[src/rtl/dispensador_bebidas_pkg.sv]
// ---------------------------------------------------------------------------
// dispensador_bebidas_pkg
// Shared definitions for the drink dispenser:
//   - command codes sent by the coffee-machine controller
//   - phase/state encoding of the dispenser FSM
//   - default phase lengths (in clock cycles)
//   - helpers that map a command to its first phase and a phase to the next
//     phase of the same job
// ---------------------------------------------------------------------------
package dispensador_bebidas_pkg;

    // Command codes. Any code with bit 2 clear is "no command".
    localparam logic [2:0] CMD_NINGUNO      = 3'b000;
    localparam logic [2:0] CMD_DEVUELVE     = 3'b100;
    localparam logic [2:0] CMD_TE_DEVUELVE5 = 3'b101;
    localparam logic [2:0] CMD_TE           = 3'b110;
    localparam logic [2:0] CMD_CAFE         = 3'b111;

    // Default phase lengths in cycles.
    localparam int T_DOSIS_DEF  = 8;
    localparam int T_AGUA_DEF   = 16;
    localparam int T_MONEDA_DEF = 4;

    typedef enum logic [2:0] {
        ST_IDLE       = 3'd0,
        ST_MONEDA     = 3'd1,
        ST_DOSIS_CAFE = 3'd2,
        ST_DOSIS_TE   = 3'd3,
        ST_AGUA       = 3'd4
    } estado_t;

    // The four job codes are exactly the codes with the MSB set.
    function automatic logic cmd_valido(input logic [2:0] c);
        return c[2];
    endfunction

    function automatic estado_t primera_fase(input logic [2:0] c);
        case (c)
            CMD_DEVUELVE,
            CMD_TE_DEVUELVE5: return ST_MONEDA;
            CMD_CAFE:         return ST_DOSIS_CAFE;
            CMD_TE:           return ST_DOSIS_TE;
            default:          return ST_IDLE;
        endcase
    endfunction

    // Phase that follows 'e' within job 'job'; ST_IDLE means the job is done.
    function automatic estado_t fase_siguiente(input estado_t e, input logic [2:0] job);
        case (e)
            ST_MONEDA:     return (job == CMD_TE_DEVUELVE5) ? ST_DOSIS_TE : ST_IDLE;
            ST_DOSIS_CAFE: return ST_AGUA;
            ST_DOSIS_TE:   return ST_AGUA;
            default:       return ST_IDLE;
        endcase
    endfunction

endpackage

[src/rtl/dispensador_bebidas_temporizador.sv]
// ---------------------------------------------------------------------------
// temporizador_fase
// Loadable 8-bit down-counter that times one dispenser phase.
//   clk      : clock, rising edge
//   rst      : asynchronous reset, active low (count -> 0)
//   i_carga  : load i_valor (has priority over i_en)
//   i_valor  : phase length to load
//   i_en     : decrement enable
//   o_fin    : terminal flag, count == 1 (last cycle of the phase)
// The counter saturates at 1 so a stalled enable never wraps it.
// ---------------------------------------------------------------------------
module temporizador_fase (
    input  logic       clk,
    input  logic       rst,
    input  logic       i_carga,
    input  logic [7:0] i_valor,
    input  logic       i_en,
    output logic       o_fin
);

    logic [7:0] r_cuenta;

    always_ff @(posedge clk or negedge rst) begin
        if (!rst) begin
            r_cuenta <= 8'd0;
        end else if (i_carga) begin
            r_cuenta <= i_valor;
        end else if (i_en && (r_cuenta > 8'd1)) begin
            r_cuenta <= r_cuenta - 8'd1;
        end
    end

    assign o_fin = (r_cuenta == 8'd1);

endmodule

[src/rtl/dispensador_bebidas.sv]
// ---------------------------------------------------------------------------
// dispensador_bebidas
// Drink dispenser sequencer. Each command starts a job made of timed phases
// (coin return, powder dosing, hot water). One extra command can be held in
// a pending slot while a job runs; a further one is dropped and reported.
//   clk             : clock, rising edge
//   rst             : asynchronous reset, active low
//   cmd[2:0]        : one-cycle command code, 000 = idle
//   dosis_cafe      : coffee doser on
//   dosis_te        : tea doser on
//   valvula_agua    : hot-water valve open
//   devuelve_moneda : coin-return solenoid on
//   ocupado         : a job is running or one is pending
//   cmd_perdido     : one-cycle pulse, a command was dropped
//   o_estado        : current FSM state (debug)
//
// Handshake: cmd is a fire-and-forget strobe with no ready. A code with
// bit 2 set is consumed at the rising edge where it is sampled; if it cannot
// be started or stored, cmd_perdido is high in the following cycle.
// ---------------------------------------------------------------------------
module dispensador_bebidas
    import dispensador_bebidas_pkg::*;
#(
    parameter int T_DOSIS  = T_DOSIS_DEF,
    parameter int T_AGUA   = T_AGUA_DEF,
    parameter int T_MONEDA = T_MONEDA_DEF
) (
    input  logic       clk,
    input  logic       rst,
    input  logic [2:0] cmd,
    output logic       dosis_cafe,
    output logic       dosis_te,
    output logic       valvula_agua,
    output logic       devuelve_moneda,
    output logic       ocupado,
    output logic       cmd_perdido,
    output estado_t    o_estado
);

    estado_t    r_estado;
    logic [2:0] r_job;
    logic       r_pend_v;
    logic [2:0] r_pend_cmd;
    logic       r_perdido;

    estado_t    w_estado_sig;
    estado_t    w_fase_sig;
    logic [2:0] w_job_sig;
    logic       w_pend_v_sig;
    logic [2:0] w_pend_cmd_sig;
    logic       w_perdido_sig;
    logic       w_carga;
    logic [7:0] w_valor_carga;
    logic       w_en;
    logic       w_fin;
    logic       w_cmd_valido;

    function automatic logic [7:0] duracion(input estado_t e);
        case (e)
            ST_MONEDA:     duracion = 8'(T_MONEDA);
            ST_DOSIS_CAFE: duracion = 8'(T_DOSIS);
            ST_DOSIS_TE:   duracion = 8'(T_DOSIS);
            ST_AGUA:       duracion = 8'(T_AGUA);
            default:       duracion = 8'd0;
        endcase
    endfunction

    assign w_cmd_valido  = cmd_valido(cmd);
    assign w_en          = (r_estado != ST_IDLE);
    assign w_valor_carga = duracion(w_estado_sig);

    temporizador_fase u_temporizador (
        .clk     (clk),
        .rst     (rst),
        .i_carga (w_carga),
        .i_valor (w_valor_carga),
        .i_en    (w_en),
        .o_fin   (w_fin)
    );

    // State register
    always_ff @(posedge clk or negedge rst) begin
        if (!rst) begin
            r_estado   <= ST_IDLE;
            r_job      <= CMD_NINGUNO;
            r_pend_v   <= 1'b0;
            r_pend_cmd <= CMD_NINGUNO;
            r_perdido  <= 1'b0;
        end else begin
            r_estado   <= w_estado_sig;
            r_job      <= w_job_sig;
            r_pend_v   <= w_pend_v_sig;
            r_pend_cmd <= w_pend_cmd_sig;
            r_perdido  <= w_perdido_sig;
        end
    end

    // Next-state logic
    always_comb begin
        w_estado_sig   = r_estado;
        w_job_sig      = r_job;
        w_pend_v_sig   = r_pend_v;
        w_pend_cmd_sig = r_pend_cmd;
        w_perdido_sig  = 1'b0;
        w_carga        = 1'b0;
        w_fase_sig     = fase_siguiente(r_estado, r_job);

        if (r_estado == ST_IDLE) begin
            // Pending is always empty in IDLE, so a command starts directly.
            if (w_cmd_valido) begin
                w_estado_sig = primera_fase(cmd);
                w_job_sig    = cmd;
                w_carga      = 1'b1;
            end
        end else if (w_fin && (w_fase_sig == ST_IDLE)) begin
            // Last cycle of the job: pending first, then a fresh command.
            if (r_pend_v) begin
                w_estado_sig = primera_fase(r_pend_cmd);
                w_job_sig    = r_pend_cmd;
                w_carga      = 1'b1;
                // Slot is freed this cycle, so a simultaneous command refills it.
                w_pend_v_sig = w_cmd_valido;
                if (w_cmd_valido) begin
                    w_pend_cmd_sig = cmd;
                end
            end else if (w_cmd_valido) begin
                w_estado_sig = primera_fase(cmd);
                w_job_sig    = cmd;
                w_carga      = 1'b1;
            end else begin
                w_estado_sig = ST_IDLE;
            end
        end else begin
            if (w_fin) begin
                // Next phase of the same job, no gap cycle.
                w_estado_sig = w_fase_sig;
                w_carga      = 1'b1;
            end
            if (w_cmd_valido) begin
                if (!r_pend_v) begin
                    w_pend_v_sig   = 1'b1;
                    w_pend_cmd_sig = cmd;
                end else begin
                    w_perdido_sig = 1'b1;
                end
            end
        end
    end

    // Moore output decode: one output per phase, so at most one is ever high.
    assign devuelve_moneda = (r_estado == ST_MONEDA);
    assign dosis_cafe      = (r_estado == ST_DOSIS_CAFE);
    assign dosis_te        = (r_estado == ST_DOSIS_TE);
    assign valvula_agua    = (r_estado == ST_AGUA);
    assign ocupado         = (r_estado != ST_IDLE) || r_pend_v;
    assign cmd_perdido     = r_perdido;
    assign o_estado        = r_estado;

endmodule

[config.mk]
export PLATFORM = sky130hd
export DESIGN_NAME = dispensador_bebidas
export DESIGN_NICKNAME = d
export VERILOG_FILES = /design/src/rtl/dispensador_bebidas_pkg.sv /design/src/rtl/dispensador_bebidas_temporizador.sv /design/src/rtl/dispensador_bebidas.sv
export SDC_FILE = /design/constraint.sdc
export NUM_CORES = 1
export LEC_CHECK = 0
export BUFFER_PORTS_ARGS = -buffer_cell sky130_fd_sc_hd__buf_2
export CAP_MARGIN = 20
export CORE_AREA = 2 2 50 52
export CTS_CLUSTER_DIAMETER = 150
export DETAILED_ROUTE_END_ITERATION = 10
export DIE_AREA = 0 0 52 54
export HOLD_SLACK_MARGIN = 0.05
export PLACE_DENSITY = 0.77
export SYNTH_ARGS = -nofsm -noshare
export SYNTH_HDL_FRONTEND = slang
export SYNTH_SLANG_ARGS = --single-unit
[constraint.sdc]
create_clock -name clk -period 2.5 [get_ports clk]
set_input_delay 0.5 -clock clk [delete_from_list [all_inputs] [get_ports clk]]
set_output_delay 0.5 -clock clk [all_outputs]
set_load 0.01 [all_outputs]
==> impl_metrics.yaml, run 1 <==
run_status:
  status: "complete, no violations"
cts:
  cts.sinks: 19
  cts_tree: "yes"
  cts_setup_buffers: 0
  cts-buffers-inserted: 3
  cts_root_buffer: "clkbuf_4"
  clk_latency_ns: 0.30
  cts_hold_buf: 0
  clk_pin_slew_ns: 0.11
  htreeDepth: 1
  ctsResizeCount: 0
  cts.path.max_buffers: 2
critical_path:
  crit_fanout: 4
  slowest_stage: "dfrtp_1"
  required_ns: 2.70
  critPathArrivalTime_ns: 2.29
  end_kind: "register"
  start_kind: "register"
  path_buf_inv: 0
  critPathTopFamily: "simple AND/OR/NAND/NOR gates"
  critPathMaxStageDelay_ns: 0.45
  path_cells: "nor4_4, nand3_2, or3_4, xnor2_2, and3_4, mux2_4"
  path_class: "register to register"
layout:
  fin_nets: 141
  area_growth_pct: 10.5
  final_core_util_pct: 53.6
  final_cells: 163
  layout-drive-gt1-share_pct: 24.1
  final_cell_mix: "dfrtp_1 (19), nand2_1 (14), buf_2 (13), nor2_1 (8), o21ai_0 (7)"
  diodes: 0
  layout_commonest_cell: "dfrtp_1"
route:
  firstDrtPassIters: 4
  wl_per_cell_um: 13.5
  dr.first_iter.drc_count: 27
  viasPerCell: 5.69
  wirelength_um: 2200
  vias: 928
  remaining_drc_errors: 0
  ant_nets: 0
placement:
  dp_hpwl_um: 1640
  io_buffers: 13
  place.gp.congestion: 0.932
  placed_cells: 159
sta:
  fmax_mhz: 478
  hold_ws_ns: 0.112
  final_hold_viol_count: 0
  setup_viol: 0
  worstMarginPinSlew_ns: 0.420
  slew_viol_final: 0
  rsz0062_at_grt: "no"
  max_slew_margin_pct: 72.0
  clock_skew_ns: 0.0111
  setup_tns_ns: 0
  period_share_pct: 83.7
  fin_crit_ns: 2.09
grt:
  grt_overflow_total: 0
  grt_usage_pct: 18.0
  grt_max_degree: 20
  grt_pass1_vias: 832
  grt_pass1_wl_um: 3810
  grt_antenna_before_repair: 0
yosys:
  avgSynthCellArea_um2: 9.53
  yosys_warnings: 0
  synth.distinct_cells: 43
  synth_area_mm2: 0.00112
  synth_flop_cell: "dfrtp_1"
  synth_nets: 125
  synth_edf_count: 0
  seq_area_frac_synth_pct: 42.3
  synth_seq_cells: 19
  netlist_instances: 118
  synthArstFlopShare_pct: 100
power_and_ir_drop:
  internal_power_mw: 0.378
  switching_share_pct: 23.4
  power_density_mw_per_mm2: 398
  p_leak_nw: 0.561
  p_switching_mw: 0.116
  combinationalPowerShare_pct: 5.3
  power_frac_seq_pct: 63.2
  p_clk_share_pct: 31.5
  worst_ir_drop_vdd_uv: 240
floorplanning:
  num_rows: 18
  die_y_um: 54
  initial_core_util_pct: 48.5
  io_pins: 14
  die_w_um: 52
  core-area_mm2: 0.00232
  die-area_mm2: 0.00281
hold_path:
  min_path_type: "input port to asynchronous set/reset pin"
job:
  cap_violations: 0
[per-stage QoR]
step | area [um2] | setup slack (ns) | power (mW)
after floorplan | 1120 | 0.523 | 0.330
after global placement | 1210 | 0.484 | 0.344
after detailed placement | 1210 | 0.422 | 0.344
after CTS | 1240 | 0.407 | 0.502
after global routing | 1240 | 0.318 | 0.514
final | 1240 | 0.407 | 0.494
[sequential cells by signal, summed over array words and instances (netlist names)]
register / flops
u_temporizador.r_cuenta: 8
o_estado: 3
r_job: 3
r_pend_cmd: 3
cmd_perdido: 1
r_pend_v: 1
[path summary, 6_finish.rpt]
kind / depth (start not counted) / slack (ns) / startpoint / endpoint
min in group clk: 2 / 0.46 / cmd[0] / r_pend_cmd[0]
min: 1 / 0.11 / rst / u_temporizador.r_cuenta[6]
min reg2reg: 1 / 0.50 / r_job[1] / r_job[1]
max: 6 / 0.41 / u_temporizador.r_cuenta[6] / r_pend_cmd[1]
max in group asynchronous: 1 / 2.08 / rst / u_temporizador.r_cuenta[3]
max reg2reg: 6 / 0.41 / u_temporizador.r_cuenta[6] / r_pend_cmd[1]
[cell usage after synthesis, drive strengths merged (2+ instances only)]
master | count | area, um2
nand3 | 3 | 20.0
o21ai | 7 | 35.0
dfrtp | 19 | 475
a31oi | 2 | 12.5
nor3b | 2 | 15.0
ha | 2 | 25.0
nand3b | 2 | 15.0
buf | 2 | 16.3
nor2 | 9 | 36.3
inv | 6 | 22.5
a211oi | 3 | 22.5
a221oi | 2 | 17.5
o2bb2ai | 2 | 17.5
and2 | 3 | 21.3
and3 | 5 | 38.8
nor3 | 5 | 25.0
nand2 | 14 | 52.6
o22ai | 3 | 18.8
a21boi | 2 | 15.0
xnor2 | 3 | 33.8
a21oi | 4 | 20.0
or3 | 2 | 17.5
o21bai | 2 | 15.0
mux2 | 2 | 30.0
nor4 | 3 | 33.8
[cells by family after synthesis]
| logic type | count (synthesis) | synth area share (%) |
|---|---|---|
| buf+inv | 9 | 3.78 |
| fa+ha+maj | 2 | 2.22 |
| xor+xnor | 4 | 3.78 |
| flops | 19 | 42.3 |
| mux | 2 | 2.67 |
| simple gates | 52 | 27.5 |
| compound gates | 30 | 17.8 |
[layout make-up]
| cell class | instances | area [um2] |
|---|---|---|
| inverters | 6 | 22.5 |
| multi-input cells | 90 | 607 |
| clock buffers | 3 | 22.5 |
| fillers | 198 | 1080 |
| flip-flops and latches | 19 | 475 |
| well taps | 30 | 37.5 |
| repair buffers | 14 | 72.6 |
| clock inverters | 1 | 5.00 |
[power groups by stage]
stage / Sequential, mW / Combinational [mW] / Clock, mW
6_report: 0.312 / 0.0262 / 0.156
5_1_grt: 0.313 / 0.0305 / 0.170
4_1_cts: 0.312 / 0.0265 / 0.164
3_5_place_dp: 0.318 / 0.0263 / 0
3_3_place_gp: 0.318 / 0.0259 / 0
2_1_floorplan: 0.318 / 0.0121 / 0
[routing by layer]
layer	up-vias	routed length (um)	GRT usage [%]
met1	438	1070	24.9
li1	463	-	-
met2	25	1020	28.1
met5	-	0	0
met4	0	20	5.70
met3	2	93	3.61
[worst register-to-register path: stages, from the launching register on]
cell and delay, ns:
dfrtp_1 0.45, nor4_4 0.33, nand3_2 0.15, or3_4 0.43
xnor2_2 0.13, and3_4 0.22, mux2_4 0.29
Power figures use the tool's default switching activity.
==> inputs of run 2 (changes only) <==
--- a/config.mk
+++ b/config.mk
@@ -7,10 +7,10 @@
 export LEC_CHECK = 0
 export BUFFER_PORTS_ARGS = -buffer_cell sky130_fd_sc_hd__buf_2
 export CAP_MARGIN = 20
-export CORE_AREA = 2 2 50 52
+export CORE_AREA = 2 2 51 53
 export CTS_CLUSTER_DIAMETER = 150
 export DETAILED_ROUTE_END_ITERATION = 10
-export DIE_AREA = 0 0 52 54
+export DIE_AREA = 0 0 53 55
 export HOLD_SLACK_MARGIN = 0.05
 export PLACE_DENSITY = 0.77
 export SYNTH_ARGS = -nofsm -noshare
==> constraint.sdc (replaced) <==
create_clock -name clk -period 1.7 [get_ports clk]
set_input_delay 0.34 -clock clk [delete_from_list [all_inputs] [get_ports clk]]
set_output_delay 0.34 -clock clk [all_outputs]
set_load 0.01 [all_outputs]
==> run 2 against run 1 <==
  * The flow now finishes with violations (setup timing)
  * Worst hold slack improved by 0.19 ns
  * Maximum frequency up 3.8%
  * Total power up 50%
  * First-iteration DRC count down 56%
  * Sequential share of layout area shrank 11 points
  * Critical path depth unchanged
  * Die area is 3.8% higher
  * Cell count grew 24%
  * Flip-flop and latch count unchanged
  * Critical path type unchanged
  * Largest power group unchanged
==> impl_metrics.yaml, run 2 (synthesized netlist as in run 1, its figures left out) <==
layout:
  top_register: "u_temporizador.r_cuenta"
  multi_input_area_um2: 774
  diodes: 0
  layout-drive-gt1-share_pct: 57.0
  area_growth_pct: 55.6
  final_cells: 202
  regArea_um2: 477
  final_core_util_pct: 74.0
  fin_nets: 180
  largest_reg_flops: 8
  final_cell_mix: "buf_4 (29), dfrtp_1 (18), buf_2 (12), buf_6 (11), nand2_1 (10)"
  fillerInstances: 167
  layout_commonest_cell: "buf_4"
cts:
  clk_latency_ns: 0.29
  htreeDepth: 1
  clk_pin_slew_ns: 0.11
  cts_tree: "yes"
  cts.path.max_buffers: 2
  cts_root_buffer: "clkbuf_4"
  cts.sinks: 19
  cts-buffers-inserted: 3
hold_path:
  min_path_type: "input port to register"
floorplanning:
  initial_core_util_pct: 47.6
  core-area_mm2: 0.00236
  die_w_um: 53
  die_y_um: 55
  die-area_mm2: 0.00292
  num_rows: 18
  io_pins: 14
route:
  vias: 1107
  ant_nets: 0
  viasPerCell: 5.48
  wirelength_um: 3060
  remaining_drc_errors: 0
  dr.first_iter.drc_count: 12
  firstDrtPassIters: 4
  wl_per_cell_um: 15.2
placement:
  io_buffers: 13
  place.gp.congestion: 0.893
  dp_hpwl_um: 2090
  placed_cells: 191
  pre_cts_slack_ns: -0.310
grt:
  grt_max_degree: 20
  grt_pass1_wl_um: 4750
  grt_overflow_total: 0
  grt_usage_pct: 22.6
  grt_antenna_before_repair: 0
  grt_pass1_vias: 1090
sta:
  worstMarginPinSlew_ns: 0.447
  clock_skew_ns: 0.00173
  hold_ws_ns: 0.298
  period_share_pct: 119
  fmax_mhz: 496
  setup_viol: 14
  fin_ws_ns: -0.316
  slew_viol_final: 0
  max_slew_margin_pct: 70.1
  fin_crit_ns: 2.02
  rsz0062_at_grt: "yes"
  setup_tns_ns: -2.42
  final_hold_viol_count: 0
power_and_ir_drop:
  p_leak_nw: 0.786
  worst_ir_drop_vdd_uv: 418
  power_density_mw_per_mm2: 423
critical_path:
  crit_fanout: 3
  required_ns: 1.89
  end_kind: "register"
  path_class: "register to register"
  start_kind: "register"
  critPathArrivalTime_ns: 2.20
run_status:
  violations: "setup timing"
  status: "finished with violations"
job:
  cap_violations: 0
## run 2: per-stage QoR
step / power (mW) / instance area [um2]
6_report: 0.740 / 1750
3_5_place_dp: 0.516 / 1480
5_1_grt: 0.781 / 1750
3_3_place_gp: 0.515 / 1480
4_1_cts: 0.748 / 1630
2_1_floorplan: 0.486 / 1160
## run 2: layout make-up
| class | instances | share of cell area [%] |
|---|---|---|
| tap | 30 | 2.14 |
| clock buffer | 3 | 1.29 |
| multi-input combinational | 90 | 44.2 |
| clock inverter | 1 | 0.286 |
| inverter | 6 | 1.29 |
| sequential | 19 | 27.2 |
| timing repair buffer | 53 | 23.5 |
## run 2: what timing repair did
action / in CTS / in global routing
hold buffers: 1 / 0
resized for setup: 23 / 27
buffers inserted: 4 / 5
pin swaps: 12 / 15
endpoints found under the hold margin: 19 / 0
endpoints found under the setup margin: 14 / 20
## run 2: where the power goes
part           internal (mW)  switching [mW]  leakage (nW)
clock network         0.0876           0.139        0.0177
logic                 0.0241          0.0316         0.544
registers              0.456         0.00278         0.224
total                  0.567           0.173         0.786
## run 2: final timing paths
path | startpoint | to | slack, ns | cells after the start
max in group asynchronous | rst | o_estado[1] | 0.87 | 2
min | cmd[0] | r_pend_cmd[0] | 0.30 | 2
max reg2reg | u_temporizador.r_cuenta[7] | r_pend_cmd[1] | -0.32 | 6
max | u_temporizador.r_cuenta[7] | r_pend_cmd[1] | -0.32 | 6
min in group asynchronous | rst | u_temporizador.r_cuenta[3] | 0.50 | 2
min reg2reg | r_job[2] | r_job[2] | 0.53 | 2
## run 2: layer usage
metal  share of wire [%]  track usage (%)  routed length (um)  vias up
li1                    -                -                   -      537
met1                  41             24.4                1270      531
met2                  53             41.5                1610       28
met3                 3.1             4.57                  95       11
met4                 2.8             12.8                  87        0
met5                   0                0                   0        -
## run 2: critical path, stage by stage, from the launching register on
cell and delay (ns):
dfrtp_1 0.42, nor4_4 0.32, nand3_2 0.12, or3_4 0.40
xnor2_2 0.12, and3_4 0.22, mux2_4 0.31
==> inputs of run 3 (changes only) <==
--- a/config.mk
+++ b/config.mk
@@ -5,14 +5,17 @@
 export SDC_FILE = /design/constraint.sdc
 export NUM_CORES = 1
 export LEC_CHECK = 0
+export ABC_AREA = 1
 export BUFFER_PORTS_ARGS = -buffer_cell sky130_fd_sc_hd__buf_2
 export CAP_MARGIN = 20
-export CORE_AREA = 2 2 51 53
+export CELL_PAD_IN_SITES_DETAIL_PLACEMENT = 0
+export CELL_PAD_IN_SITES_GLOBAL_PLACEMENT = 2
+export CORE_AREA = 2 2 66 68
 export CTS_CLUSTER_DIAMETER = 150
 export DETAILED_ROUTE_END_ITERATION = 10
-export DIE_AREA = 0 0 53 55
+export DIE_AREA = 0 0 68 70
 export HOLD_SLACK_MARGIN = 0.05
-export PLACE_DENSITY = 0.77
+export PLACE_DENSITY = 0.8
 export SYNTH_ARGS = -nofsm -noshare
 export SYNTH_HDL_FRONTEND = slang
 export SYNTH_SLANG_ARGS = --single-unit
==> run 3 against run 2 <==
  * The flow now finishes without violations
  * Non-clock buffer count down 29
  * Highest routed layer unchanged
  * Wire length shrank 10%
  * Area after synthesis grew 5.5%
  * Sequential power is 80% higher
  * Utilization decreased by 38 points
  * Flip-flop and latch count did not move
  * First-iteration DRC count increased to 3.2 times the previous value
  * Maximum frequency up 25%
==> impl_metrics.yaml, run 3 <==
yosys:
  synthArstFlopShare_pct: 100
  synth-simple-area-share_pct: 29.9
  ys_top_cells_by_area: "dfrtp_1 (40%), nand2_1 (8.2%), o21ai_0 (7.6%)"
  yosys_warnings: 0
  synth.distinct_cells: 27
  synth_top_cell_area_share_pct: 40.1
  muxShareOfSynthArea_pct: 0
  avgSynthCellArea_um2: 7.75
  synth_common_cells: "nand2_1 (26), dfrtp_1 (19), inv_1 (19)"
  synth_flop_cell: "dfrtp_1"
  seq_area_frac_synth_pct: 40.1
  synth_fa_ha_area_share_pct: 2.11
  synth_top_family_by_area: "simple AND/OR/NAND/NOR gates"
  synth_seq_cells: 19
  synthXorXnorAreaFrac_pct: 3.69
  netlist_instances: 153
  synth_edf_count: 0
  synth_area_mm2: 0.00119
  synth_top_cell_by_area: "dfrtp_1"
  synth_nets: 160
  yosys.cell_count.top_type: "nand2_1"
  synth_compound_area_share_pct: 16.7
power_and_ir_drop:
  power_density_mw_per_mm2: 1890
  p_leak_nw: 0.737
  internal_power_mw: 1.47
  combinationalPowerShare_pct: 59.2
  power_frac_seq_pct: 29.3
  worst_ir_drop_vdd_uv: 431
  p_switching_mw: 1.34
  p_clk_share_pct: 11.5
  total_power_mw: 2.81
  switching_share_pct: 47.9
critical_path:
  critPathArrivalTime_ns: 1.28
  end_kind: "primary output"
  path_class: "register to primary output"
  crit_fanout: 6
  start_kind: "register"
  required_ns: 1.36
run_status:
  status: "complete, no violations"
cts:
  clk_latency_ns: 0.26
  htreeDepth: 1
  cts-buffers-inserted: 3
  cts_tree: "yes"
  cts_root_buffer: "clkbuf_8"
  cts.path.max_buffers: 2
  clk_pin_slew_ns: 0.08
  cts.sinks: 19
hold_path:
  min_path_type: "input port to register"
sta:
  rsz0062_at_grt: "yes"
  fin_crit_ns: 1.62
  max_slew_margin_pct: 71.0
  worstMarginPinSlew_ns: 0.435
  setup_viol: 0
  final_hold_viol_count: 0
  period_share_pct: 95.0
  slew_viol_final: 0
  clock_skew_ns: 0.00585
  fmax_mhz: 619
grt:
  grt_usage_pct: 12.5
  grt_max_degree: 20
  grt_pass1_vias: 1041
  grt_overflow_total: 0
  grt_antenna_before_repair: 0
  grt_pass1_wl_um: 4680
layout:
  fillerInstances: 452
  diodes: 0
  final_cell_mix: "nand2_1 (25), inv_1 (18), dfrtp_1 (18), nor2_1 (16)"
  largest_reg_flops: 8
  final_area_mm2: 0.00149
  top_register: "u_temporizador.r_cuenta"
  fin_nets: 190
  layout-drive-gt1-share_pct: 30.8
  area_growth_pct: 25.3
  layout_commonest_cell: "nand2_1"
job:
  cap_violations: 0
floorplanning:
  io_pins: 14
  num_rows: 24
  initial_core_util_pct: 28.6
  die_y_um: 70
  die-area_mm2: 0.00476
  die_w_um: 68
  core-area_mm2: 0.00414
route:
  wirelength_um: 2750
  wl_per_cell_um: 11.7
  dr.first_iter.drc_count: 38
  firstDrtPassIters: 4
  ant_nets: 0
  viasPerCell: 4.60
  remaining_drc_errors: 0
  vias: 1077
placement:
  placed_area_mm2: 0.00136
  place.gp.congestion: 0.856
  dp_hpwl_um: 2060
  io_buffers: 13
## run 3: power by group through the flow
stage	sequential, mW	combinational, mW	clock [mW]
finish	0.824	1.66	0.322
CTS	0.813	1.55	0.332
global placement	0.815	1.54	0
global route	0.856	1.89	0.358
detailed placement	0.820	1.54	0
floorplan	0.821	1.06	0
## run 3: cell type report
cell class / count / area, um2 / area share [%]
clock inverter: 1 / 5.00 / 0.337
tap: 52 / 65.1 / 4.38
multi-input combinational: 111 / 658 / 44.3
sequential: 19 / 477 / 32.1
timing repair buffer: 24 / 150 / 10.1
clock buffer: 3 / 41.3 / 2.78
inverter: 24 / 90.1 / 6.06
## run 3: cell families after synthesis
| group | after synthesis |
|---|---|
| adders and majority gates | 2 |
| DFF | 19 |
| and+or+nand+nor | 70 |
| AOI/OAI and AO/OA | 33 |
| xor gates and xnor gates | 5 |
| buffers and inverters | 24 |
## run 3: path summary, 6_finish.rpt
| kind | startpoint | endpoint | slack [ns] | depth (start not counted) |
|---|---|---|---|---|
| worst max-delay path | o_estado[0] | ocupado | 0.08 | 5 |
| worst min-delay path | cmd[0] | r_pend_cmd[0] | 0.35 | 3 |
| worst max register to register | o_estado[2] | u_temporizador.r_cuenta[4] | 0.11 | 10 |
| worst min register to register | r_job[1] | r_job[1] | 0.50 | 2 |
| max in group asynchronous | rst | o_estado[0] | 0.82 | 2 |
| min in group asynchronous | rst | u_temporizador.r_cuenta[7] | 0.55 | 2 |
## run 3: through the flow
stage	util (%)	setup TNS, ns	hold slack (ns)	instances	setup slack (ns)
floorplan	-	0	0.0444	153	0.210
global placement	32.9	-0.00765	0.303	224	-0.00765
detailed placement	32.9	0	0.309	224	0.0503
CTS	34.2	0	0.352	229	0.0196
global route	35.9	-0.0841	0.364	234	-0.0207
finish	35.9	0	0.349	234	0.0845
## run 3: repair_timing
item	4_1_cts	5_1_grt
buffers inserted	0	4
endpoints found under the setup margin	0	18
endpoints found under the hold margin	19	0
hold buffers	1	0
gates resized for setup	0	14
## run 3: critical path, cell delays in order (launching register included)
cell	delay, ns
dfrtp_2	0.44
inv_2	0.09
nand3_2	0.15
inv_2	0.13
nand2_1	0.07
buf_2	0.14
## run 3: layer usage
metal | share of wire [%] | GRT usage [%] | wire length (um)
met5 | 0 | 0 | 0
met4 | 1.1 | 4.00 | 29
met3 | 2.6 | 1.13 | 72
met2 | 46 | 19.2 | 1260
met1 | 50 | 18.2 | 1390
